File: config.mk
export PLATFORM = sky130hd
export DESIGN_NAME = time_up_screen_ctrl_flat
export DESIGN_NICKNAME = d
export VERILOG_FILES = /design/src/rtl/time_up_screen_ctrl_if.sv /design/src/rtl/time_up_screen_ctrl.sv /design/src/flat_wrapper.sv
export SDC_FILE = /design/constraint.sdc
export NUM_CORES = 1
export LEC_CHECK = 0
export BUFFER_PORTS_ARGS = -buffer_cell sky130_fd_sc_hd__buf_2
export CORE_MARGIN = 2
export CORE_UTILIZATION = 44
export DETAILED_ROUTE_END_ITERATION = 10
export GPL_TIMING_DRIVEN = 0
export PLACE_DENSITY = 0.64
export SYNTH_ARGS = -nofsm -noshare
export SYNTH_HDL_FRONTEND = slang
export SYNTH_SLANG_ARGS = --single-unit
File: constraint.sdc
create_clock -name clk -period 5.75 [get_ports clk]
set_input_delay 0 -clock clk [delete_from_list [all_inputs] [get_ports clk]]
set_output_delay 0 -clock clk [all_outputs]
set_load 0.1 [all_outputs]
File: src/rtl/time_up_screen_ctrl_if.sv
`default_nettype none
// +----------------------------------------------------------------------------+
// | Module      : time_up_screen_ctrl_if                                       |
// | Description : Control, status and VGA pixel-path signals of the            |
// |               end-of-round "TIME / IS / UP" overlay controller.            |
// | Revision    : 1.0  initial release                                         |
// +----------------------------------------------------------------------------+
interface time_up_screen_ctrl_if;
  // Round control inputs (levels)
  logic        start;
  logic        pause;
  logic        ack;
  // VGA scan position
  logic [8:0]  row;
  logic [9:0]  col;
  // Glyph addressing towards the letter ROM / colour mux
  logic [4:0]  letter;
  logic [12:0] pixel;
  logic        overlay_en;
  // Game-clock status
  logic [7:0]  time_left;
  logic        time_up;
  logic [1:0]  state;

  // Driver side: game logic and VGA timing generator
  modport master (
    output start, pause, ack, row, col,
    input  letter, pixel, overlay_en, time_left, time_up, state
  );

  // Controller side
  modport slave (
    input  start, pause, ack, row, col,
    output letter, pixel, overlay_en, time_left, time_up, state
  );
endinterface
`default_nettype wire

File: src/rtl/time_up_screen_ctrl.sv
`default_nettype none
// +----------------------------------------------------------------------------+
// | Module      : time_up_screen_ctrl                                          |
// | Description : Round countdown (IDLE -> RUNNING -> TIMEUP), blinking        |
// |               "TIME / IS / UP" overlay and 50x50 glyph ROM addressing.     |
// | Revision    : 1.0  initial release                                         |
// +----------------------------------------------------------------------------+
module time_up_screen_ctrl #(
  parameter int CLK_HZ       = 50_000_000,
  parameter int GAME_SECONDS = 120,
  parameter int BLINK_HALF   = 12_500_000
) (
  input  logic                  clk,
  input  logic                  resetn,
  time_up_screen_ctrl_if.slave  bus
);

  localparam int c_presc_w = (CLK_HZ > 1) ? $clog2(CLK_HZ) : 1;
  localparam int c_blink_w = (BLINK_HALF > 1) ? $clog2(BLINK_HALF) : 1;

  localparam logic [c_presc_w-1:0] c_presc_max  = c_presc_w'(CLK_HZ - 1);
  localparam logic [c_presc_w-1:0] c_presc_one  = c_presc_w'(1);
  localparam logic [c_blink_w-1:0] c_blink_max  = c_blink_w'(BLINK_HALF - 1);
  localparam logic [c_blink_w-1:0] c_blink_one  = c_blink_w'(1);
  localparam logic [7:0]           c_game_secs  = 8'(GAME_SECONDS);
  localparam logic [4:0]           c_blank      = 5'd31;

  typedef enum logic [1:0] {
    S_IDLE    = 2'b00,
    S_RUNNING = 2'b01,
    S_TIMEUP  = 2'b10
  } state_t;

  state_t                 r_state;
  logic [7:0]             r_time_left;
  logic [c_presc_w-1:0]   r_prescaler;
  logic [c_blink_w-1:0]   r_blink_cnt;
  logic                   r_blink_on;
  logic                   r_time_up;

  logic [4:0]             r_letter;
  logic [12:0]            r_pixel;
  logic                   r_overlay_en;

  logic                   w_inside;
  logic [4:0]             w_letter;
  logic [8:0]             w_rbase;
  logic [9:0]             w_cbase;
  logic [12:0]            w_pixel;

  // Round sequencer: countdown prescaler, expiry pulse and blink timer
  always_ff @(posedge clk or negedge resetn) begin
    if (!resetn) begin
      r_state     <= S_IDLE;
      r_time_left <= c_game_secs;
      r_prescaler <= '0;
      r_blink_cnt <= '0;
      r_blink_on  <= 1'b1;
      r_time_up   <= 1'b0;
    end else begin
      r_time_up <= 1'b0;
      case (r_state)
        S_IDLE: begin
          if (bus.start) begin
            r_state     <= S_RUNNING;
            r_prescaler <= '0;
            r_time_left <= c_game_secs;
          end
        end
        S_RUNNING: begin
          // A high pause freezes the prescaler, which also freezes time_left
          if (!bus.pause) begin
            if (r_prescaler == c_presc_max) begin
              r_prescaler <= '0;
              if (r_time_left > 8'd1) begin
                r_time_left <= r_time_left - 8'd1;
              end else begin
                r_time_left <= 8'd0;
                r_state     <= S_TIMEUP;
                r_time_up   <= 1'b1;
                r_blink_cnt <= '0;
                r_blink_on  <= 1'b1;
              end
            end else begin
              r_prescaler <= r_prescaler + c_presc_one;
            end
          end
        end
        S_TIMEUP: begin
          if (r_blink_cnt == c_blink_max) begin
            r_blink_cnt <= '0;
            r_blink_on  <= ~r_blink_on;
          end else begin
            r_blink_cnt <= r_blink_cnt + c_blink_one;
          end
          // ack takes priority; start is only looked at once back in IDLE
          if (bus.ack) begin
            r_state     <= S_IDLE;
            r_time_left <= c_game_secs;
          end
        end
        default: r_state <= S_IDLE;
      endcase
    end
  end

  // Glyph map: locate the cell under (row,col) and its top-left corner
  always_comb begin
    w_inside = 1'b0;
    w_letter = c_blank;
    w_rbase  = 9'd0;
    w_cbase  = 10'd0;
    if (bus.row >= 9'd190 && bus.row <= 9'd239) begin
      w_rbase = 9'd190;
      if (bus.col >= 10'd170 && bus.col <= 10'd369) begin
        w_inside = 1'b1;
        if (bus.col <= 10'd219) begin
          w_letter = 5'd19;  w_cbase = 10'd170;   // T
        end else if (bus.col <= 10'd269) begin
          w_letter = 5'd8;   w_cbase = 10'd220;   // I
        end else if (bus.col <= 10'd319) begin
          w_letter = 5'd12;  w_cbase = 10'd270;   // M
        end else begin
          w_letter = 5'd4;   w_cbase = 10'd320;   // E
        end
      end
    end else if (bus.row >= 9'd240 && bus.row <= 9'd289) begin
      w_rbase = 9'd240;
      if (bus.col >= 10'd220 && bus.col <= 10'd319) begin
        w_inside = 1'b1;
        if (bus.col <= 10'd269) begin
          w_letter = 5'd8;   w_cbase = 10'd220;   // I
        end else begin
          w_letter = 5'd18;  w_cbase = 10'd270;   // S
        end
      end
    end else if (bus.row >= 9'd290 && bus.row <= 9'd339) begin
      w_rbase = 9'd290;
      if (bus.col >= 10'd220 && bus.col <= 10'd319) begin
        w_inside = 1'b1;
        if (bus.col <= 10'd269) begin
          w_letter = 5'd20;  w_cbase = 10'd220;   // U
        end else begin
          w_letter = 5'd15;  w_cbase = 10'd270;   // P
        end
      end
    end
  end

  // Index is rebuilt from the cell bases each pixel, so it cannot drift
  assign w_pixel = w_inside
                 ? (({4'd0, bus.row} - {4'd0, w_rbase}) * 13'd50
                    + ({3'd0, bus.col} - {3'd0, w_cbase}))
                 : 13'd0;

  // Pixel path register: one clock behind row/col, cleared at once by reset
  always_ff @(posedge clk or negedge resetn) begin
    if (!resetn) begin
      r_letter     <= c_blank;
      r_pixel      <= 13'd0;
      r_overlay_en <= 1'b0;
    end else begin
      r_letter     <= w_letter;
      r_pixel      <= w_pixel;
      r_overlay_en <= w_inside & (r_state == S_TIMEUP) & r_blink_on;
    end
  end

  assign bus.letter     = r_letter;
  assign bus.pixel      = r_pixel;
  assign bus.overlay_en = r_overlay_en;
  assign bus.time_left  = r_time_left;
  assign bus.time_up    = r_time_up;
  assign bus.state      = r_state;

endmodule
`default_nettype wire

File: src/flat_wrapper.sv
// flat-port wrapper written by rule: the top's interface ports become plain ports
module time_up_screen_ctrl_flat 
#(
  parameter int CLK_HZ       = 50_000_000,
  parameter int GAME_SECONDS = 120,
  parameter int BLINK_HALF   = 12_500_000
)
  (clk, resetn, bus_start, bus_pause, bus_ack, bus_row, bus_col, bus_letter, bus_pixel, bus_overlay_en, bus_time_left, bus_time_up, bus_state);
  time_up_screen_ctrl_if bus_i ();
  input  logic clk;
  input  logic resetn;
  input wire logic [$bits(bus_i.start)-1:0] bus_start;
  input wire logic [$bits(bus_i.pause)-1:0] bus_pause;
  input wire logic [$bits(bus_i.ack)-1:0] bus_ack;
  input wire logic [$bits(bus_i.row)-1:0] bus_row;
  input wire logic [$bits(bus_i.col)-1:0] bus_col;
  output wire logic [$bits(bus_i.letter)-1:0] bus_letter;
  output wire logic [$bits(bus_i.pixel)-1:0] bus_pixel;
  output wire logic [$bits(bus_i.overlay_en)-1:0] bus_overlay_en;
  output wire logic [$bits(bus_i.time_left)-1:0] bus_time_left;
  output wire logic [$bits(bus_i.time_up)-1:0] bus_time_up;
  output wire logic [$bits(bus_i.state)-1:0] bus_state;
  assign bus_i.start = bus_start;
  assign bus_i.pause = bus_pause;
  assign bus_i.ack = bus_ack;
  assign bus_i.row = bus_row;
  assign bus_i.col = bus_col;
  assign bus_letter = bus_i.letter;
  assign bus_pixel = bus_i.pixel;
  assign bus_overlay_en = bus_i.overlay_en;
  assign bus_time_left = bus_i.time_left;
  assign bus_time_up = bus_i.time_up;
  assign bus_state = bus_i.state;
  time_up_screen_ctrl #(.CLK_HZ(CLK_HZ), .GAME_SECONDS(GAME_SECONDS), .BLINK_HALF(BLINK_HALF)) u_core (.clk(clk), .resetn(resetn), .bus(bus_i));
endmodule
Word-level counts from Yosys, hierarchy flattened

Cells that the tools add are included.

Register bits: 81
Output and inout bits: 30
Word-level logic and storage cells: 115

Add/subtract/negate cells: 6
Multipliers: 1
$lt $le $gt $ge: 13
Equality and inequality tests: 10
Muxes and demuxes: 59
Bitwise operators: 3
Reductions and logical operators: 14

Operators with widths:

| operator                                                                          | count |
|---|---|
| 24-bit 2-to-1 mux                                                                 | 4 |
| 26-bit 2-to-1 mux                                                                 | 3 |
| 10-bit 2-to-1 mux                                                                 | 7 |
| 26-bit case mux with 2 select lines                                               | 1 |
| 5-bit 2-to-1 mux                                                                  | 10 |
| 24-bit case mux with 2 select lines                                               | 1 |
| 8-bit 2-to-1 mux                                                                  | 5 |
| 9-bit 2-to-1 mux                                                                  | 4 |
| 10-bit by 9-bit less-or-equal comparator with 1-bit output, second input constant | 3 |
| 26-bit by 1-bit adder with 26-bit output, second input constant                   | 1 |
| 26-bit equality test, second input constant                                       | 1 |
| 24-bit by 1-bit adder with 24-bit output, second input constant                   | 1 |
| 24-bit equality test, second input constant                                       | 1 |
| 8-bit case mux with 3 select lines                                                | 1 |
| 10-bit by 8-bit >= comparator with 1-bit output, second input constant            | 2 |
| 9-bit by 8-bit >= comparator with 1-bit output, second input constant             | 2 |
| 9-bit less-or-equal comparator, second input constant                             | 2 |
| 5-bit AND reduction                                                               | 3 |
| 13-bit adder                                                                      | 1 |
| 13-bit by 5-bit multiplier with 12-bit output, second input constant              | 1 |
| 1-bit 2-to-1 mux                                                                  | 13 |
| 13-bit 2-to-1 mux                                                                 | 1 |
| 10-bit by 10-bit subtractor with 11-bit output                                    | 1 |
| 10-bit by 8-bit less-or-equal comparator with 1-bit output, second input constant | 1 |
| other kinds (22)                                                                  | 36 |

Logic depth before layout (Yosys ltp)

Gate-level depths: netlist of the first run.

Depth in word-level cells: 9
Gate-level depth with buffers: 27

Least setup slack after synthesis of the first run

OpenSTA, ideal clock, no wires.

Path kind: in2reg
From: input port bus_row[6]
To: register u_core.r_pixel[12], in the netlist u_core.bus.pixel[12]
Data arrival time: 4860 ps
Required time: 5625 ps
Path slack: 765 ps
Stages on the path: 24
Buffers on the path: 0
Cells stage by stage: and4b_1 -> mux2i_1 -> nor3b_2 -> inv_1 -> nand2_1 -> ha_1 -> fa_1 -> nor2b_1 -> o31ai_1 -> a21boi_0 -> ha_1 -> ha_1 -> inv_1 -> fa_1 -> inv_1 -> ha_1 -> xnor2_1 -> ha_1 -> a21oi_1 -> o31ai_1 -> o31a_1 -> and3_1 -> o22a_1 -> mux2_2

Cells in the longest elaborated chain, start to end: 9
Elaborated cells between the ends (all ways): 23
Those cells by class: 3 x add/sub; 1 x mul; 6 x order compare; 10 x mux; 3 x reduce/logical

Ends and longest elaborated chain:

| item                                                                  | line                       | text |
|---|---|---|
| start, declared                                                       | flat_wrapper.sv:15         | `input wire logic [$bits(bus_i.row)-1:0] bus_row;` |
| 9-bit >= comparator or 9-bit less-or-equal comparator (tied branches) | time_up_screen_ctrl.sv:137 | `end else if (bus.row >= 9'd290 && bus.row <= 9'd339) begin` |
| 1-bit logical AND                                                     | time_up_screen_ctrl.sv:137 |  |
| 9-bit 2-to-1 mux                                                      | time_up_screen_ctrl.sv:137 |  |
| 9-bit 2-to-1 mux                                                      | time_up_screen_ctrl.sv:127 | `end else if (bus.row >= 9'd240 && bus.row <= 9'd289) begin` |
| 9-bit 2-to-1 mux                                                      | time_up_screen_ctrl.sv:113 | `if (bus.row >= 9'd190 && bus.row <= 9'd239) begin` |
| 9-bit by 9-bit subtractor with 10-bit output                          | time_up_screen_ctrl.sv:152 | `? (({4'd0, bus.row} - {4'd0, w_rbase}) * 13'd50` |
| 13-bit by 5-bit multiplier with 12-bit output                         | time_up_screen_ctrl.sv:152 |  |
| 13-bit adder                                                          | time_up_screen_ctrl.sv:153 | `+ ({3'd0, bus.col} - {3'd0, w_cbase}))` |
| 13-bit 2-to-1 mux (*)                                                 | time_up_screen_ctrl.sv:152 |  |
| named net u_core.w_pixel[12]                                          | time_up_screen_ctrl.sv:49  | `logic [12:0] w_pixel;` |
| end signal, assigned                                                  | time_up_screen_ctrl.sv:164 | `r_pixel <= w_pixel;` |
| end, declared                                                         | time_up_screen_ctrl.sv:42  | `logic [12:0] r_pixel;` |

The timed path passes the listed nets; every way through them passes the cells marked *.
A chain may end at the register's enable or synchronous reset.

Worst setup path after layout of the first run

Same ends and word-level chain as after synthesis.

==> results of run 1 <==
==> layout by cell type (no fill, tap or decap), types with 4 or more instances in the layout <==
cell           count
ha_1              54
clkbuf_16          9
nor4_1             5
clkinv_2           4
dfstp_2           10
xnor2_1           25
nor3_1            11
or2_2              4
inv_1             39
nand2_1           45
nand3b_1           4
nor2_1            77
nand2b_1          13
a21oi_1           38
nand4_1            6
buf_2             56
o21a_1            12
dlygate4sd3_1      4
o21bai_1           5
fa_1               9
nor2b_1           13
a21o_1            14
or3_1             10
and4_1             4
a211oi_1           5
and3_1            11
dfrtp_1           71
xor2_1            30
nand3_1           27
o21ai_0           42
o31ai_1            7
==> through the flow <==
stage	worst slack, ns	setup TNS (ns)	instances	cell area [um2]	util
final	0.456	0	917	6910	0.518
after global routing	0.0201	0	917	6910	0.518
after CTS	0.254	0	917	6910	0.517
after detailed placement	-0.0954	-0.0954	897	6570	0.492
after global placement	-0.0108	-0.0108	896	6540	0.490
after floorplan	0.765	0	668	6060	-
==> cell families after synthesis <==
group / Yosys count / synth area share
DFF: 81 / 0.337
adders and majority gates: 63 / 0.141
AOI/OAI and AO/OA: 159 / 0.172
xor gates and xnor gates: 56 / 0.0832
buffers and inverters: 48 / 0.0322
and+or+nand+nor: 257 / 0.228
muxes: 4 / 0.00723
==> metal layers <==
metal  up-vias  global-route usage  part of all wire
met3        15              0.0315             0.032
met5         -                   0                 0
met2        83               0.333              0.51
li1       2503                   -                 -
met1      2445               0.229              0.44
met4         0              0.0668             0.016
==> critical path: cells and delay by family <==
kind	cells	cell delay, ns
compound gates	7	1.17
xor+xnor	2	0.55
fa+ha+maj	6	2.03
buf+inv	4	0.47
mux	2	0.32
simple gates	6	0.98
==> layout make-up <==
cell class,count,area [um2],area share
clock buffer,10,239,0.0346
clock inverter,6,57.6,0.00833
tap,176,220,0.0319
inverter,39,146,0.0212
sequential,81,2040,0.295
timing repair buffer,57,330,0.0478
buffer,9,48.8,0.00706
multi-input combinational,539,3830,0.554
==> power by group through the flow <==
stage               Sequential [uW]  Combinational (uW)  Clock [uW]
floorplan                       847                1030           0
global placement                671                1440           0
detailed placement              674                1480           0
CTS                             664                1500         583
global route                    671                1660         607
finish                          665                1490         568
==> flip-flops by register name, summed over array words and instances, names as in the netlist <==
| name | count |
|---|---|
| u_core.bus.letter | 5 |
| u_core.bus.overlay_en | 1 |
| u_core.bus.pixel | 13 |
| u_core.bus.state | 2 |
| u_core.bus.time_left | 8 |
| u_core.bus.time_up | 1 |
| u_core.r_blink_cnt | 24 |
| u_core.r_blink_on | 1 |
| u_core.r_prescaler | 26 |
==> worst max-delay path by stage <==
stage                                           endpoint  slack (ns)  cells after the start
after floorplan           u_core.bus.pixel[12]$_DFF_PN0_        0.76                     24
after global placement    u_core.bus.pixel[12]$_DFF_PN0_       -0.01                     25
after detailed placement  u_core.bus.pixel[12]$_DFF_PN0_        -0.1                     25
after CTS                 u_core.bus.pixel[12]$_DFF_PN0_        0.25                     25
after global routing      u_core.bus.pixel[12]$_DFF_PN0_        0.02                     27
final                     u_core.bus.pixel[12]$_DFF_PN0_        0.46                     27
==> timing repair <==
| action | 4_1_cts | 5_1_grt |
|---|---|---|
| hold buffers | 4 | 0 |
| hold endpoints to repair | 39 | 0 |
| setup endpoints to repair | 0 | 1 |
| gates resized for setup | 0 | 4 |
==> metrics.md, run 1 <==
| Metric | Value |
|---|---|
| Run status | complete, no violations |
| Final hold slack | just over 0.03 ns |
| Clk pin slew, worst setup/hold paths | 0.06 ns |
| Final Hold Viols | 0 |
| Syn Nets | about 760 |
| Gate power share | 0.547 |
| Most frequent CP cell | ha_1 |
| Crit start category | primary input |
| Routed vias/inst | 5.50 |
| Syn avg cell area | 9.07 um2 |
| CP Max Fanout | 7 |
| # DRC | 0 |
| CP endpoint kind | register |
| Worst hold path type | primary input to register |
| Flops & latches, synth | 81 |
| R2R Path Start | u_core.r_prescaler[0]$_DFFE_PN0P_ |
| Post-CTS Setup Bufs | 0 |
| Power per cell area | slightly below 400 nW/um2 |
| Vias | 5,046 |
| Worst path max stage delay | 0.49 ns |
| TritonCTS Buffers | 9 |
| I/O pin cnt | 54 |
| Mapped cell area | 6060 um2 |
| CP max-delay cell | fa_1 |
| TritonCTS clock tree | done |
| Vias in the first global route | 4,885 |
| Leak | 0.00326 uW |
| Max-cap viol count | 0 |
| Top FF cell, synth | dfrtp_1 |
| Switching Fraction | 0.422 |
| Hold path cells | 3 |
| Unrepaired setup endpoints after global routing | no |
| Fill cells | approximately 1.3k |
| Ys Warns | 0 |
| Worst hold endpoint | u_core.bus.time_left[6]$_DFFE_PN1P_ |
| Post-synth top cells | 77 x nor2_1, 71 x dfrtp_1, 54 x ha_1, 45 x nand2_1, 42 x o21ai_0 |
| Number of flops mapped to enable cells by yosys | 0 |
| Horiz. Die Dim | roughly 120 um |
| Remaining antenna violation count | 0 |
| # rows | 42 |
| RR Endpoint | u_core.r_blink_cnt[9]$_DFFE_PN0P_ |
| Slew HR | 0.520 |
| Clock sink count | 81 |
| CP required | 5.97 ns |
| Peak VDD IR | approximately 270 uV |
| Largest net degree at the start of global routing | 46 |
| P&R area growth vs syn | 14.1% |
| GRT Residual Overflow | 0 |
| Max-slew violation count | 0 |
| Fmax | 0.189 GHz |
| Final period utilization | 0.921 |
| R2R Setup Slk | 3.12 ns |
| Core Footprint | 13,300 um2 |
| Seq/Total Area, Yosys | 0.337 |
| Synth top area share | 0.293 |
| Synth async-reset ratio | 1.00 |
| Final nets | roughly 820 |
| Clock network fraction of design power | 0.209 |
| Drt first pass iters | 4 |
| Worst Hold Launch | bus_pause |
| Int Pwr | between 1500 and 2000 uW |
| Worst-Margin Slew | 0.710 ns |
| Max Root-Sink Buffers | 2 |
| Tmin final | 5.29 ns |
| All-layer global routing usage | 0.188 |
| Clock Latency Late Sink | 0.34 ns |
| Clk_skew | between 0.006 and 0.007 ns |
| First-pass GRT wire length | 22,300 um |
| Drt wl/cell | 14.6 um |
| Yosys top cell by area | dfrtp_1 |
| Sw Pwr | between 1000 and 1500 uW |
| Antenna Cells | 0 |
| Area contributors post-synth | dfrtp_1 29%, ha_1 11%, nor2_1 4.8%, dfstp_2 4.3%, xor2_1 4.3% |
| Crit path from | bus_row[6] |
| Initial core utilization | 0.454 |
| Mapped Cells | ~670 |
| Htree depth | 3 |
| Share of cells above drive strength 1 | 0.155 |
| Drt total wl | 13,400 um |
| Port Buffers | 52 |
| Hpwl dp | 10,600 um |
| Die Y | around 120 um |
| Count leader, synth | nor2_1 |
| Crit path arrival time | 5.52 ns |
| RD Place Congestion | 0.775 |
| Flop pwr share | 0.244 |
| Crit Path Class | primary input to register |
| Yosys cell types | 73 |
| Die area | between 10,000 and 15,000 um2 |
| Overall Power | between 2000 and 3000 uW |
| Initial DRC Count | 245 |
| Antenna violations before repair | 0 |
| Setup violations, final | 0 |
| Root Buffer | clkbuf_16 |
| Worst Reg-to-Reg Cells | 9 |
(Power assumes the default switching activity.)
==> run 2: changes to the inputs <==
CELL_PAD_IN_SITES_DETAIL_PLACEMENT = 0   (was default)
CELL_PAD_IN_SITES_GLOBAL_PLACEMENT = 1   (was default)
PLACE_DENSITY = 0.79   (was 0.64)
clock period = 5.5 ns   (was 5.75 ns; I/O delays follow)
==> run 2 against run 1 <==
Effect of this change: non-clock buffer count increased by 8; cell count up 0.76%; clock power up 6.5%; critical path depth decreased by 1; clock skew increased by 0.0025 ns; power increased by 5.9%; die area stayed put; wire length increased by 7.4%.
==> metrics.md, run 2 (same netlist as run 1, synthesis figures left out) <==
| Metric | Value |
|---|---|
| Run status | complete, no violations |
| Antenna violations before repair | 0 (unchanged) |
| RR Endpoint | u_core.r_blink_cnt[17]$_DFFE_PN0P_ |
| Crit path from | bus_row[6] |
| Die area | 14,700 um2 (unchanged) |
| Tmin final | around 5.2 ns |
| Worst path max stage delay | 0.52 ns (+0.03 ns) |
| Final worst slack | 0.314 ns (-0.142 ns) |
| All-layer global routing usage | 0.202 (+0.0145) |
| Largest net degree at the start of global routing | 49 (+6.5%) |
| Worst Reg-to-Reg Cells | 9 (unchanged) |
| Max Root-Sink Buffers | 2 (unchanged) |
| Crit start category | primary input |
| Worst-Margin Slew | 0.633 ns (-0.0775 ns) |
| Port Buffers | 52 (unchanged) |
| Power per cell area | 411 nW/um2 (+4.5%) |
| Htree depth | 3 (unchanged) |
| Levels on crit path | 26 (-3.7%) |
| Setup violations, final | 0 (unchanged) |
| Area after DPL | 6570 um2 (unchanged) |
| Largest reg by FF count | u_core.r_prescaler |
| TritonCTS Buffers | 9 (unchanged) |
| TritonCTS clock tree | done |
| Die Y | 121 um (unchanged) |
| RD Place Congestion | 0.780 (+0.65%) |
| R2R Setup Slk | 2.73 ns (-0.39 ns) |
| Slew HR | 0.575 (+0.0543) |
| Leak | 0.00330 uW (+1.3%) |
| CP endpoint kind | register |
| CP bufs+invs | 5 (+1) |
| R2R Path Start | u_core.r_prescaler[0]$_DFFE_PN0P_ |
| Non-filler cells, final | 924 (+0.76%) |
| CP Max Fanout | 7 (unchanged) |
| First-pass GRT wire length | 23,600 um (+6.2%) |
| Clock sink count | 81 (unchanged) |
| Initial core utilization | 0.454 (unchanged) |
| Final period utilization | 0.943 |
| Max reg flops | 26 (unchanged) |
| # DRC | 0 (unchanged) |
| Core Footprint | 13,300 um2 (unchanged) |
| DP Worst Slack | -0.450 ns (-0.354 ns) |
| Final Hold Viols | 0 (unchanged) |
| Crit path to | u_core.bus.pixel[12]$_DFF_PN0_ |
| Root Buffer | clkbuf_16 |
| Clk_skew | 0.00946 ns (+0.00252 ns) |
| Hpwl dp | 11,100 um (+5.1%) |
| Final core occ | 0.525 (+0.00703) |
| Leading cell type in the layout, fill and taps excluded | nor2_1 |
| Worst hold path type | primary input to register |
| Clk pin slew, worst setup/hold paths | 0.06 ns (about the same) |
| Peak VDD IR | 394 uV (+46%) |
| Max-cap viol count | 0 (unchanged) |
| Crit path arrival time | 5.41 ns (-0.11 ns) |
| Vias | 5,071 (+0.50%) |
| I/O pin cnt | 54 (unchanged) |
| Max-slew violation count | 0 (unchanged) |
| CP max-delay cell | fa_1 |
| Drt wl/cell | 15.6 um (+6.6%) |
| Antenna Cells | 0 (unchanged) |
| Routed vias/inst | 5.49 (-0.27%) |
| Clock Latency Late Sink | 0.34 ns (about the same) |
| Crit Path Class | primary input to register |
| # rows | 42 (unchanged) |
| Share of cells above drive strength 1 | 0.170 (+0.0146) |
| P&R area growth vs syn | 15.7% |
| Design area | 7010 um2 (+1.4%) |
| CP required | 5.72 ns (-0.25 ns) |
| Vias in the first global route | 5,019 (+2.7%) |
| Most frequent CP cell | ha_1 |
| Top delay family on crit path | adder cells |
| GRT Residual Overflow | 0 (unchanged) |
| Fmax | 0.193 GHz |
| Commonest cells after routing, fill and taps aside | 77 x nor2_1, 71 x dfrtp_1, 56 x buf_2, 54 x ha_1, 45 x nand2_1 |
| Horiz. Die Dim | 121 um (unchanged) |
| Initial DRC Count | 319 (+30%) |
| Setup TNS | 0 ns (unchanged) |
| Placed cells | 897 (unchanged) |
| Remaining antenna violation count | 0 (unchanged) |
| Drt total wl | 14,400 um (+7.4%) |
| Drt first pass iters | 4 (unchanged) |
| Final nets | 831 (+0.97%) |
==> run 2: routing by layer <==
metal | vias up | share of wire | track usage
met2 | 65 | 0.52 | 0.367
met5 | - | 0 | 0
met4 | 0 | 0.016 | 0.0776
met3 | 17 | 0.024 | 0.0174
met1 | 2466 | 0.44 | 0.248
li1 | 2523 | - | -
==> run 2: stage by stage <==
step	hold WS [ns]	total power (uW)
floorplan	-0.296	1970
global placement	0.230	2220
detailed placement	-0.00876	2260
CTS	0.0291	2880
global route	0.0696	3110
finish	0.0413	2880
==> run 2: cell type report <==
cell class	count	area, um2
Sequential cell	81	2040
Clock buffer	10	229
Multi-Input combinational cell	539	3860
Timing Repair Buffer	65	390
Buffer	9	48.8
Fill cell	1274	6340
Clock inverter	5	65.1
Inverter	39	150
Tap cell	176	220
==> run 2: worst min-delay path by stage <==
| stage | start | end | slack (ns) | cells after the start |
|---|---|---|---|---|
| global route | bus_pause | u_core.bus.time_up$_DFF_PN0_ | 0.07 | 3 |
| floorplan | resetn | u_core.bus.overlay_en$_DFF_PN0_ | -0.30 | 0 |
| global placement | bus_col[0] | u_core.bus.pixel[0]$_DFF_PN0_ | 0.23 | 2 |
| CTS | bus_pause | u_core.bus.state[1]$_DFFE_PN0P_ | 0.03 | 4 |
| detailed placement | resetn | u_core.r_blink_cnt[12]$_DFFE_PN0P_ | -0.009 | 1 |
| finish | bus_pause | u_core.bus.time_left[3]$_DFFE_PN1P_ | 0.04 | 3 |
==> run 2: power breakdown <==
part,switching [uW],leakage (uW),internal [uW]
combinational,934,0.00208,648
clock,251,0.000143,353
sequential,47.0,0.00108,647
total,1230,0.00330,1650
==> run 2: repair_timing <==
action | in CTS | in global routing
setup endpoints to repair | 1 | 1
hold buffers | 4 | 0
pin swaps | 0 | 3
buffers inserted | 0 | 8
endpoints found under the hold margin | 36 | 0
gates resized for setup | 2 | 10
==> run 2: tightest hold or removal path, delay by kind of cell <==
family / cells / cell delay [ns]
buf+inv: 1 / 0.14
compound gates: 1 / 0.12
simple gates: 1 / 0.08
==> run 3: changes to the inputs <==
BUFFER_PORTS_ARGS = -buffer_cell sky130_fd_sc_hd__buf_4   (was -buffer_cell sky130_fd_sc_hd__buf_2)
==> run 3 against run 2 <==
Effect of this change: cell count fell by 0.43%; die area unchanged; clock power hardly changed; global-route usage shrank 0.41 points; via count fell by 0.63%; combinational power hardly changed; non-clock buffer count shrank 5.
==> metrics.md, run 3 (same netlist as run 1, synthesis figures left out) <==
| Metric | Value |
|---|---|
| TritonCTS Buffers | 9 (unchanged) |
| CP endpoint kind | register |
| Setup TNS | 0 ns (unchanged) |
| Crit path arrival time | 5.38 ns (-0.03 ns) |
| Worst Hold Launch | bus_row[0] |
| Worst path max stage delay | 0.53 ns (about the same) |
| Max reg flops | 26 (unchanged) |
| CP required | 5.72 ns (about the same) |
| Drt first pass iters | 4 (unchanged) |
| Tmin final | 5.16 ns (-0.0218 ns) |
| Final period utilization | 0.939 (-0.00396) |
| CP Max Fanout | 6 (-1) |
| CP max-delay cell | fa_1 |
| Vias in the first global route | 4,880 (-2.8%) |
| Antenna Cells | 0 (unchanged) |
| Antenna violations before repair | 0 (unchanged) |
| Setup violations, final | 0 (unchanged) |
| Final nets | 826 (-0.60%) |
| Worst-Margin Slew | 1.05 ns (+0.419 ns) |
| Clock Latency Late Sink | 0.34 ns (about the same) |
| Clock sink count | 81 (unchanged) |
| Port Buffers | 52 (unchanged) |
| Design area | 7080 um2 (+1.1%) |
| Crit start category | primary input |
| Hpwl dp | 11,000 um (-1.1%) |
| Fmax | 0.194 GHz (+0.42%) |
| Clk pin slew, worst setup/hold paths | 0.06 ns (about the same) |
| Htree depth | 3 (unchanged) |
| Crit Path Class | primary input to register |
| Drt total wl | 14,300 um (-0.94%) |
| Max-slew violation count | 0 (unchanged) |
| # rows | 42 (unchanged) |
| Leading cell type in the layout, fill and taps excluded | nor2_1 |
| Drt wl/cell | 15.5 um (-0.51%) |
| Largest net degree at the start of global routing | 82 (+67%) |
| Worst hold path type | primary input to register |
| Largest reg by FF count | u_core.r_prescaler |
| TritonCTS clock tree | done |
| Max Root-Sink Buffers | 2 (unchanged) |
| Final Hold Viols | 0 (unchanged) |
| RD Place Congestion | 0.795 (+1.9%) |
| Clk_skew | 0.00837 ns (-0.00110 ns) |
| Critical-path cell list | buf_4, nor4_1, nor3_1, o21ai_2, nand2_1, ha_1, fa_1, nor2b_1, o31ai_1, a21boi_2, ha_1, ha_1, inv_1, fa_1, inv_1, ha_1, xnor2_1, ha_1, a21oi_1, o31ai_2, o31a_1, and3_1, o22a_1, mux2_2 |
| R2R Path Start | u_core.r_prescaler[0]$_DFFE_PN0P_ |
| Root Buffer | clkbuf_16 |
| Most frequent CP cell | ha_1 |
| Leak | 0.00331 uW (+0.32%) |
| Routed vias/inst | 5.48 (-0.20%) |
| Initial DRC Count | 260 (-18%) |
| First-pass GRT wire length | 23,400 um (-1.2%) |
| Remaining antenna violation count | 0 (unchanged) |
| Max-cap viol count | 0 (unchanged) |
| Final core occ | 0.531 (+0.00572) |
| Die Y | 121 um (unchanged) |
| Area after DPL | 6670 um2 (+1.5%) |
| I/O pin cnt | 54 (unchanged) |
| Die area | 14,700 um2 (unchanged) |
| Core Footprint | 13,300 um2 (unchanged) |
| Slew HR | 0.299 (-0.276) |
| All-layer global routing usage | 0.198 (-0.00415) |
| Run status | complete, no violations |
| Horiz. Die Dim | 121 um (unchanged) |
| Initial core utilization | 0.454 (unchanged) |
| Share of cells above drive strength 1 | 0.161 (-0.00850) |
| Vias | 5,039 (-0.63%) |
| Power per cell area | 410 nW/um2 (-0.30%) |
| Peak VDD IR | 398 uV (+0.99%) |
| Crit path from | bus_row[2] |
| Commonest cells after routing, fill and taps aside | 77 x nor2_1, 71 x dfrtp_1, 54 x ha_1, 54 x buf_4, 45 x nand2_1 |
| # DRC | 0 (unchanged) |
| GRT Residual Overflow | 0 (unchanged) |
| P&R area growth vs syn | 16.9% |
==> run 3: metal layers <==
| metal | up-vias | share of wire | GRT usage |
|---|---|---|---|
| met2 | 76 | 0.52 | 0.363 |
| met4 | 0 | 0.012 | 0.0532 |
| met3 | 12 | 0.025 | 0.0263 |
| li1 | 2528 | - | - |
| met5 | - | 0 | 0 |
| met1 | 2423 | 0.44 | 0.243 |
==> run 3: final timing paths <==
check                      slack (ns)                                 end  depth (start not counted)
max                              0.34      u_core.bus.pixel[12]$_DFF_PN0_                         24
min                              0.05       u_core.bus.pixel[1]$_DFF_PN0_                          3
max reg2reg                      2.71  u_core.r_blink_cnt[17]$_DFFE_PN0P_                          9
min reg2reg                      0.50     u_core.bus.overlay_en$_DFF_PN0_                          2
max in group asynchronous        4.42   u_core.r_prescaler[2]$_DFFE_PN0P_                          2
min in group asynchronous        0.37  u_core.r_blink_cnt[13]$_DFFE_PN0P_                          2
==> run 3: cell type report <==
cell class	count	area (um2)
fillers	1264	6260
multi-input cells	539	3870
flip-flops and latches	81	2040
repair buffers	60	465
clock buffers	11	233
well taps	176	220
inverters	39	146
clock inverters	5	63.8
plain buffers	9	48.8
==> run 3: stage by stage <==
step	setup WS (ns)	std cells	hold WS [ns]	total power [uW]
2_1_floorplan	0.515	668	-0.296	1970
3_3_place_gp	-0.283	896	0.230	2240
3_5_place_dp	-0.317	896	0.229	2290
4_1_cts	0.0209	918	0.0497	2900
5_1_grt	-0.00458	920	0.0717	3120
6_report	0.336	920	0.0516	2900
==> run 3: where the power goes <==
| part | internal [uW] | leakage (uW) | switching (uW) | total (uW) |
|---|---|---|---|---|
| Clock | 355 | 0.000140 | 247 | 603 |
| Sequential | 647 | 0.00108 | 49.2 | 697 |
| Combinational | 666 | 0.00210 | 938 | 1600 |
==> run 3: what timing repair did <==
item / 4_1_cts / 5_1_grt
hold buffers: 6 / 0
resized for setup: 0 / 10
setup buffers: 0 / 2
hold endpoints to repair: 76 / 0
endpoints found under the setup margin: 0 / 1
==> run 3: worst max-delay path, delay by kind of cell <==
family / cells / cell delay (ns)
AND/OR/NAND/NOR: 5 / 0.93
multiplexers: 1 / 0.26
adder cells (fa/ha/maj): 7 / 2.47
XOR/XNOR: 1 / 0.15
buffers and inverters: 3 / 0.22
AO/OA/AOI/OAI: 7 / 1.36
